### config.mk
export PLATFORM = sky130hd
export DESIGN_NAME = boot_fetch_unit
export DESIGN_NICKNAME = d
export VERILOG_FILES = /design/src/rtl/boot_fetch_unit_pkg.sv /design/src/rtl/boot_fetch_addr_check.sv /design/src/rtl/boot_fetch_unit.sv
export SDC_FILE = /design/constraint.sdc
export NUM_CORES = 1
export LEC_CHECK = 0
export CAP_MARGIN = 20
export CORE_MARGIN = 4
export CORE_UTILIZATION = 45
export CTS_CLUSTER_DIAMETER = 60
export DETAILED_ROUTE_END_ITERATION = 8
export PLACE_DENSITY = 0.95
export SLEW_MARGIN = 20
export SYNTH_ARGS = -nofsm -noshare
export SYNTH_HDL_FRONTEND = slang
export SYNTH_SLANG_ARGS = --single-unit
### constraint.sdc
create_clock -name i_clk -period 6.2 [get_ports i_clk]
set_clock_uncertainty 0.15 [all_clocks]
set_input_delay 1.24 -clock i_clk [delete_from_list [all_inputs] [get_ports i_clk]]
set_output_delay 1.24 -clock i_clk [all_outputs]
set_load 0.01 [all_outputs]
### src/rtl/boot_fetch_unit_pkg.sv
// rtl/boot_fetch_unit_pkg.sv - shared types and constants for the boot fetch stage
package boot_fetch_unit_pkg;

  localparam int          INSN_W             = 32;
  localparam logic [31:0] NOP_INSN_DEF       = 32'h0000_0013;
  localparam logic [31:0] DEFAULT_RESET_PC   = 32'h0000_0000;
  localparam int          DEFAULT_BOOT_BYTES = 512;

  typedef enum logic [1:0] {
    S_BOOT  = 2'd0,
    S_RUN   = 2'd1,
    S_FAULT = 2'd2
  } fetch_state_e;

  // Sequential advance keeps the carry so a wrap past 2^32 is seen as out of range.
  function automatic logic [INSN_W:0] pc_advance(input logic [INSN_W-1:0] pc);
    return {1'b0, pc} + 33'd4;
  endfunction

endpackage

### src/rtl/boot_fetch_addr_check.sv
// rtl/boot_fetch_addr_check.sv - combinational alignment and region check for boot RAM addresses
module boot_fetch_addr_check
  import boot_fetch_unit_pkg::*;
#(
  parameter int BOOT_BYTES = DEFAULT_BOOT_BYTES
) (
  input  logic [INSN_W-1:0] i_addr,
  input  logic              i_carry,
  output logic              o_misaligned,
  output logic              o_out_of_range
);

  localparam logic [INSN_W:0] LIMIT = (INSN_W + 1)'(BOOT_BYTES);

  assign o_misaligned   = (i_addr[1:0] != 2'b00);
  assign o_out_of_range = i_carry || ({1'b0, i_addr} >= LIMIT);

endmodule

### src/rtl/boot_fetch_unit.sv
// rtl/boot_fetch_unit.sv - instruction fetch from synchronous boot RAM with redirect, replay stall and sticky fault
module boot_fetch_unit
  import boot_fetch_unit_pkg::*;
#(
  parameter logic [31:0] RESET_PC   = DEFAULT_RESET_PC,
  parameter int          BOOT_BYTES = DEFAULT_BOOT_BYTES,
  parameter logic [31:0] NOP_INSN   = NOP_INSN_DEF
) (
  input  logic              i_clk,
  input  logic              i_rst_n,
  input  logic              i_redirect_valid,
  input  logic [INSN_W-1:0] i_redirect_pc,
  output logic [INSN_W-1:0] o_imem_addr,
  input  logic [INSN_W-1:0] i_imem_rd_data,
  output logic              o_if_valid,
  output logic [INSN_W-1:0] o_if_pc,
  output logic [INSN_W-1:0] o_if_insn,
  input  logic              i_id_ready,
  output logic              o_fault,
  output logic [INSN_W-1:0] o_fault_pc
);

  fetch_state_e      r_state;
  logic [INSN_W-1:0] r_pc_q;
  logic [INSN_W-1:0] r_fault_pc;

  logic [INSN_W:0]   w_pc_inc;
  logic [INSN_W-1:0] w_cand;
  logic              w_cand_carry;
  logic              w_misaligned;
  logic              w_out_of_range;
  logic              w_fault_hit;

  assign w_pc_inc = pc_advance(r_pc_q);

  // Redirect beats stall; a stall replays pc_q so the RAM output holds steady.
  always_comb begin
    w_cand       = r_pc_q;
    w_cand_carry = 1'b0;
    case (r_state)
      S_BOOT: w_cand = RESET_PC;
      S_RUN: begin
        if (i_redirect_valid) begin
          w_cand = i_redirect_pc;
        end else if (!i_id_ready) begin
          w_cand = r_pc_q;
        end else begin
          w_cand       = w_pc_inc[INSN_W-1:0];
          w_cand_carry = w_pc_inc[INSN_W];
        end
      end
      default: w_cand = r_pc_q;
    endcase
  end

  boot_fetch_addr_check #(
    .BOOT_BYTES(BOOT_BYTES)
  ) u_addr_check (
    .i_addr         (w_cand),
    .i_carry        (w_cand_carry),
    .o_misaligned   (w_misaligned),
    .o_out_of_range (w_out_of_range)
  );

  assign w_fault_hit = (r_state == S_RUN) && (w_misaligned || w_out_of_range);

  assign o_imem_addr = w_cand;
  assign o_if_valid  = (r_state == S_RUN) && !i_redirect_valid;
  assign o_if_pc     = r_pc_q;
  assign o_if_insn   = (r_state == S_RUN) ? i_imem_rd_data : NOP_INSN;
  assign o_fault     = (r_state == S_FAULT);
  assign o_fault_pc  = r_fault_pc;

  always_ff @(posedge i_clk or negedge i_rst_n) begin
    if (!i_rst_n) begin
      r_state    <= S_BOOT;
      r_pc_q     <= RESET_PC;
      r_fault_pc <= '0;
    end else begin
      case (r_state)
        S_BOOT: begin
          r_pc_q  <= RESET_PC;
          r_state <= S_RUN;
        end
        S_RUN: begin
          // A faulting address is never issued as pc_q; the last good PC is kept.
          if (w_fault_hit) begin
            r_state    <= S_FAULT;
            r_fault_pc <= w_cand;
          end else begin
            r_pc_q <= w_cand;
          end
        end
        S_FAULT: r_state <= S_FAULT;
        default: r_state <= S_BOOT;
      endcase
    end
  end

endmodule

==> results.ini, run 1 <==
[clock_network]
cts-resized-gates = 0
cts.sinks = 66
post_cts_buffers = 0
cts_tree = yes
clk_pin_slew_worst_paths_ns = 0.08
clk_latency_ns = 0.36
ctsHoldBuffers = 0
clockBufferDepth = 2
htree_levels = 3
root_buffer = clkbuf_8
cts_buffers = 9

[yosys]
synth.distinct_cells = 58
synth_nets = 567
synth_edf_count = 0
synth_xor_area_share_pct = 3.94
syn_inst = 495
synth_warnings = 0
muxShareOfSynthArea_pct = 1.81
yosys.area_share.adder_pct = 1.18
synth_compound_area_share_pct = 18.5
synth_area_per_cell_um2 = 8.54
yosys.area_share.simple_pct = 30.2
synthArstFlopShare_pct = 100
syn_area_um2 = 4230
ys.flop_type = dfrtp_1
ys_seq_area_share_pct = 39.1
ys_ff_latch = 66
synth_top_family_by_area = simple AND/OR/NAND/NOR gates

[min_path]
hp-class = reg2reg
min_path_cells = 2
hold_end = o_fault_pc[28]
hold_start = o_fault_pc[28]

[place]
dp.cells = 774
gp_congestion = 0.930
port_buffers = 197
hpwl_um = 11700

[floorplanning]
core_area_um2 = 9200
ios = 198
dieArea_um2 = 11000
die_h_um = 105
start_util_pct = 46.0
die_w_um = 105
rows = 35

[final_layout]
final_common_cell = clkdlybuf4s50_1
instances_no_fill = 790
fin_nets = 746
drive_above_1_share_pct = 7.36
fin_util_pct = 70.4
layout_common_cells = clkdlybuf4s50_1, nand2_1, dfrtp_1, o21ai_0, and2_1
antenna_cells = 0
area_growth_pct = 53.2
fill_cells = 707

[global_routing]
grt.busiest_layer = met2
track_usage_pct = 29.0
met3_usage_pct = 8.83
grt_max_degree = 67
grt_antenna_before_repair = 0
use_met2_pct = 45.7
grt_pass1_vias = 4809
grt_pass1_wl_um = 25700
overflow = 0
grt_util_met1_pct = 37.5

[sta]
fin_crit_ns = 5.81
rsz0062_at_grt = false
slew_headroom_pct = 42.4
fmax_mhz = 172
finalCritPeriodShare_pct = 93.7
slew_viol_final = 0
tightestPinTransition_ns = 0.857
setup_viol = 0
setup_tns_ns = 0
hold_viol = 0

[setup_path]
crit_type = in2out
r2r_slack_ns = 1.84
r2r_cells = 11
required_ns = 4.81
r2r_start = o_if_pc[2]
worst-path-max-fanout = 12
worstPathArrival_ns = 4.42
r2r_end = o_if_pc[14]
end_kind = output pin
worstSetupStartpointType = input port

[run_status]
status = finished clean

[route]
routed_wl_um = 16000
route.detailed.drc = 0
drt_iter0_markers = 487
firstDrtPassIters = 5
vias = 4763
final_antenna_net_count = 0
wl_per_cell_um = 20.2
avgViaCountPerCell = 6.03

[power]
peakVddDrop_v = 0.000272
p_per_area_nw_per_um2 = 360
p_leak_uw = 0.00265

[flow_run]
drv_cap = 0

final cells by class:
cell class                 count  area, um2  area share, %
clock buffer                   9        124           1.91
clock inverter                 7        101           1.56
inverter                      14       52.6          0.811
tap                          111        139           2.14
timing repair buffer         207       2050           31.7
multi-input combinational    376       2350           36.3
sequential                    66       1650           25.5
cell usage after synthesis (6+ instances only):
library cell  number  area [um2]
nand2_1           85         319
dfrtp_1           66        1650
o21ai_0           42         210
and2_1            30         188
clkbuf_1          25        93.8
nor2b_1           24         150
nand4_1           15        93.8
xnor2_1           14         123
nor3_1            13        65.1
inv_1             12        45.0
nor4_1            11        68.8
o211ai_1          11        82.6
a21o_1            10        75.1
a22o_1            10        87.6
nand3_1           10        50.1
buf_2              9        45.0
nand2b_1           9        56.3
nor2_1             9        33.8
o22ai_1            7        43.8
or4_1              6        45.0
worst max-delay path by stage:
stage / start / to / slack, ns / depth (start not counted)
after floorplan: i_id_ready / o_if_pc[2] / 1.39 / 12
after global placement: i_id_ready / o_imem_addr[31] / 0.45 / 7
after detailed placement: i_id_ready / o_imem_addr[31] / 0.42 / 7
after CTS: i_id_ready / o_imem_addr[31] / 0.41 / 7
after global routing: i_id_ready / o_imem_addr[31] / 0.20 / 7
final: i_id_ready / o_imem_addr[31] / 0.39 / 7
critical path, stage by stage:
cell             delay [ns]
clkdlybuf4s50_1        0.66
nand4_4                0.18
or4_1                  0.75
nor2_1                 0.25
nand4_1                0.15
o311ai_0               0.53
clkdlybuf4s50_1        0.65
logic make-up after synthesis:
family / after synthesis
xor gates and xnor gates: 19
DFF: 66
muxes: 7
AOI/OAI and AO/OA: 113
buffers and inverters: 53
adders and majority gates: 4
and+or+nand+nor: 233
stage by stage:
| step | total power (uW) | hold slack (ns) | worst slack [ns] | cell area (um2) |
|---|---|---|---|---|
| 4_1_cts | 2330 | 0.342 | 0.412 | 6480 |
| 6_report | 2330 | 0.336 | 0.392 | 6480 |
| 2_1_floorplan | 1260 | 0.357 | 1.39 | 4230 |
| 5_1_grt | 2460 | 0.365 | 0.197 | 6480 |
| 3_3_place_gp | 1860 | 0.311 | 0.446 | 6250 |
| 3_5_place_dp | 1900 | 0.318 | 0.424 | 6250 |
metal layers:
layer,vias to the layer above,part of all wire [%]
met5,-,0
met3,39,11
met1,2258,39
met2,335,46
met4,0,2.9
li1,2131,-
state kept, by name, summed over array words and instances (netlist names):
signal and count:
o_fault_pc 32, o_if_pc 32, r_state 2
where the power goes:
group / total (uW) / internal, uW / switching (uW)
Clock: 424 / 230 / 194
Sequential: 650 / 550 / 99.5
Combinational: 1260 / 605 / 656
Note: power is estimated with default switching activity, not from simulation.
==> run 2: changes to the inputs <==
--- a/config.mk
+++ b/config.mk
@@ -6,11 +6,12 @@
 export NUM_CORES = 1
 export LEC_CHECK = 0
 export CAP_MARGIN = 20
-export CORE_MARGIN = 4
 export CORE_UTILIZATION = 45
 export CTS_CLUSTER_DIAMETER = 60
 export DETAILED_ROUTE_END_ITERATION = 8
 export PLACE_DENSITY = 0.95
+export RECOVER_POWER = 100
+export SKIP_LAST_GASP = 1
 export SLEW_MARGIN = 20
 export SYNTH_ARGS = -nofsm -noshare
 export SYNTH_HDL_FRONTEND = slang
==> results.ini, run 2 (same netlist as run 1, synthesis figures left out) <==
[run_status]
status = finished, violations left
violations = capacitance limit, slew limit

[clock_network]
clockBufferDepth = 2  ; unchanged
cts-resized-gates = 0  ; unchanged
cts_buffers = 9  ; unchanged
clk_latency_ns = 0.34  ; -0.02 ns
post_cts_buffers = 0  ; unchanged
cts_tree = yes
root_buffer = clkbuf_8
clk_pin_slew_worst_paths_ns = 0.07  ; about the same
ctsHoldBuffers = 0  ; unchanged
cts.sinks = 66  ; unchanged
htree_levels = 3  ; unchanged

[sta]
rsz0062_at_grt = false
fin_crit_ns = 5.96  ; +0.150 ns
setup_viol = 0  ; unchanged
hold_viol = 0  ; unchanged
tightestPinTransition_ns = 3.59  ; +2.73 ns
slew_viol_final = 67  ; +67
holdWs_ns = 0.322  ; -0.0145 ns
setup_tns_ns = 0  ; unchanged
slew_headroom_pct = -139  ; -180 points
finalCritPeriodShare_pct = 96.1  ; +2.4 points
fmax_mhz = 168  ; -2.5%

[floorplanning]
core_area_um2 = 8890  ; -3.3%
ios = 198  ; unchanged
dieArea_um2 = 9780  ; -11%
rows = 34  ; -2.9%
die_h_um = 98.9  ; -5.7%
start_util_pct = 47.5  ; +1.6 points
die_w_um = 98.9  ; -5.7%

[setup_path]
worstSetupStartpointType = input port
crit_chain = clkdlybuf4s50_1 > nand4_1 > nor4_2 > a21boi_1 > o311ai_0 > nand2_1 > dlygate4sd3_1
end_kind = output pin
required_ns = 4.81  ; about the same
worstPathArrival_ns = 4.57  ; +0.15 ns
cpPeakStageDelay_ns = 0.66  ; -0.09 ns
crit_type = in2out
worst-path-max-fanout = 9  ; -3
cp_slowest_cell = clkdlybuf4s50_1

[final_layout]
final_common_cell = dlygate4sd3_1
layout_common_cells = dlygate4sd3_1, clkdlybuf4s50_1, nand2_1, dfrtp_1, o21ai_0
fill_cells = 655  ; -7.4%
antenna_cells = 0  ; unchanged
fin_nets = 746  ; unchanged
multi_input_area_um2 = 2310  ; -1.9%
area_growth_pct = 51.5
seqCellArea_um2 = 1650  ; unchanged
final_cell_area_um2 = 6400  ; -1.1%
drive_above_1_share_pct = 6.19  ; -1.2 points

[route]
firstDrtPassIters = 5  ; unchanged
avgViaCountPerCell = 6.07  ; +0.63%
routed_wl_um = 15600  ; -2.2%
final_antenna_net_count = 0  ; unchanged
wl_per_cell_um = 19.9  ; -1.8%
vias = 4775  ; +0.25%
route.detailed.drc = 0  ; unchanged
drt_iter0_markers = 458  ; -6.0%

[min_path]
hp-class = reg2reg

[global_routing]
track_usage_pct = 32.1  ; +3.0 points
grt_pass1_vias = 4630  ; -3.7%
grt_max_degree = 67  ; unchanged
overflow = 0  ; unchanged
grt_antenna_before_repair = 0  ; unchanged
grt_pass1_wl_um = 24200  ; -5.7%

[power]
p_per_area_nw_per_um2 = 343  ; -4.7%
p_total_uw = 2200  ; -5.8%
p_leak_uw = 0.00289  ; +9.1%
peakVddDrop_v = 0.000257  ; -5.4%

[flow_run]
drv_cap = 1  ; +1

[place]
dpl_cell_area_um2 = 6250  ; about the same
port_buffers = 197  ; unchanged
gp_congestion = 0.920  ; -1.1%
hpwl_um = 11600  ; -0.97%

-- run 2: power by group --
| part | switching, uW | total, uW | leakage (uW) | internal [uW] |
|---|---|---|---|---|
| logic | 638 | 1160 | 0.00191 | 526 |
| clock network | 171 | 389 | 0.000112 | 218 |
| registers | 94.9 | 645 | 0.000871 | 551 |
-- run 2: path summary, 6_finish.rpt --
kind / startpoint / end / slack [ns] / cells past startpoint
setup / recovery: i_id_ready / o_imem_addr[28] / 0.24 / 7
hold / removal: o_fault_pc[15] / o_fault_pc[15] / 0.32 / 1
setup reg to reg: o_if_pc[2] / o_if_pc[2] / 1.20 / 11
hold reg to reg: o_fault_pc[15] / o_fault_pc[15] / 0.32 / 1
max in group asynchronous: i_rst_n / o_fault_pc[7] / 1.81 / 2
min in group asynchronous: i_rst_n / o_fault_pc[20] / 2.08 / 2
-- run 2: area by class of cell --
class | instances | area share (%)
clock buffers | 12 | 2.58
repair buffers | 207 | 31.9
inverters | 14 | 0.821
clock inverters | 4 | 0.762
multi-input cells | 376 | 36.1
flip-flops and latches | 66 | 25.8
well taps | 108 | 2.11
-- run 2: per-layer routing --
layer | global-route usage, % | part of all wire, % | wire length (um)
met3 | 6.17 | 9.6 | 1500
met5 | 0 | 0 | 0
met4 | 13.9 | 2.6 | 399
met1 | 40.9 | 39 | 6090
met2 | 53.1 | 49 | 7640
-- run 2: metrics by stage --
stage / cells / utilization (%) / worst slack, ns
floorplan: 495 / - / 1.39
global placement: 771 / 70.3 / 0.467
detailed placement: 771 / 70.3 / 0.377
CTS: 787 / 72.7 / 0.332
global route: 787 / 72.0 / 0.0787
finish: 787 / 72.0 / 0.242
-- run 2: worst max-delay path: cells and delay by family --
family / cells / cell delay (ns)
compound gates: 2 / 0.72
buf+inv: 2 / 1.31
simple gates: 3 / 1.28
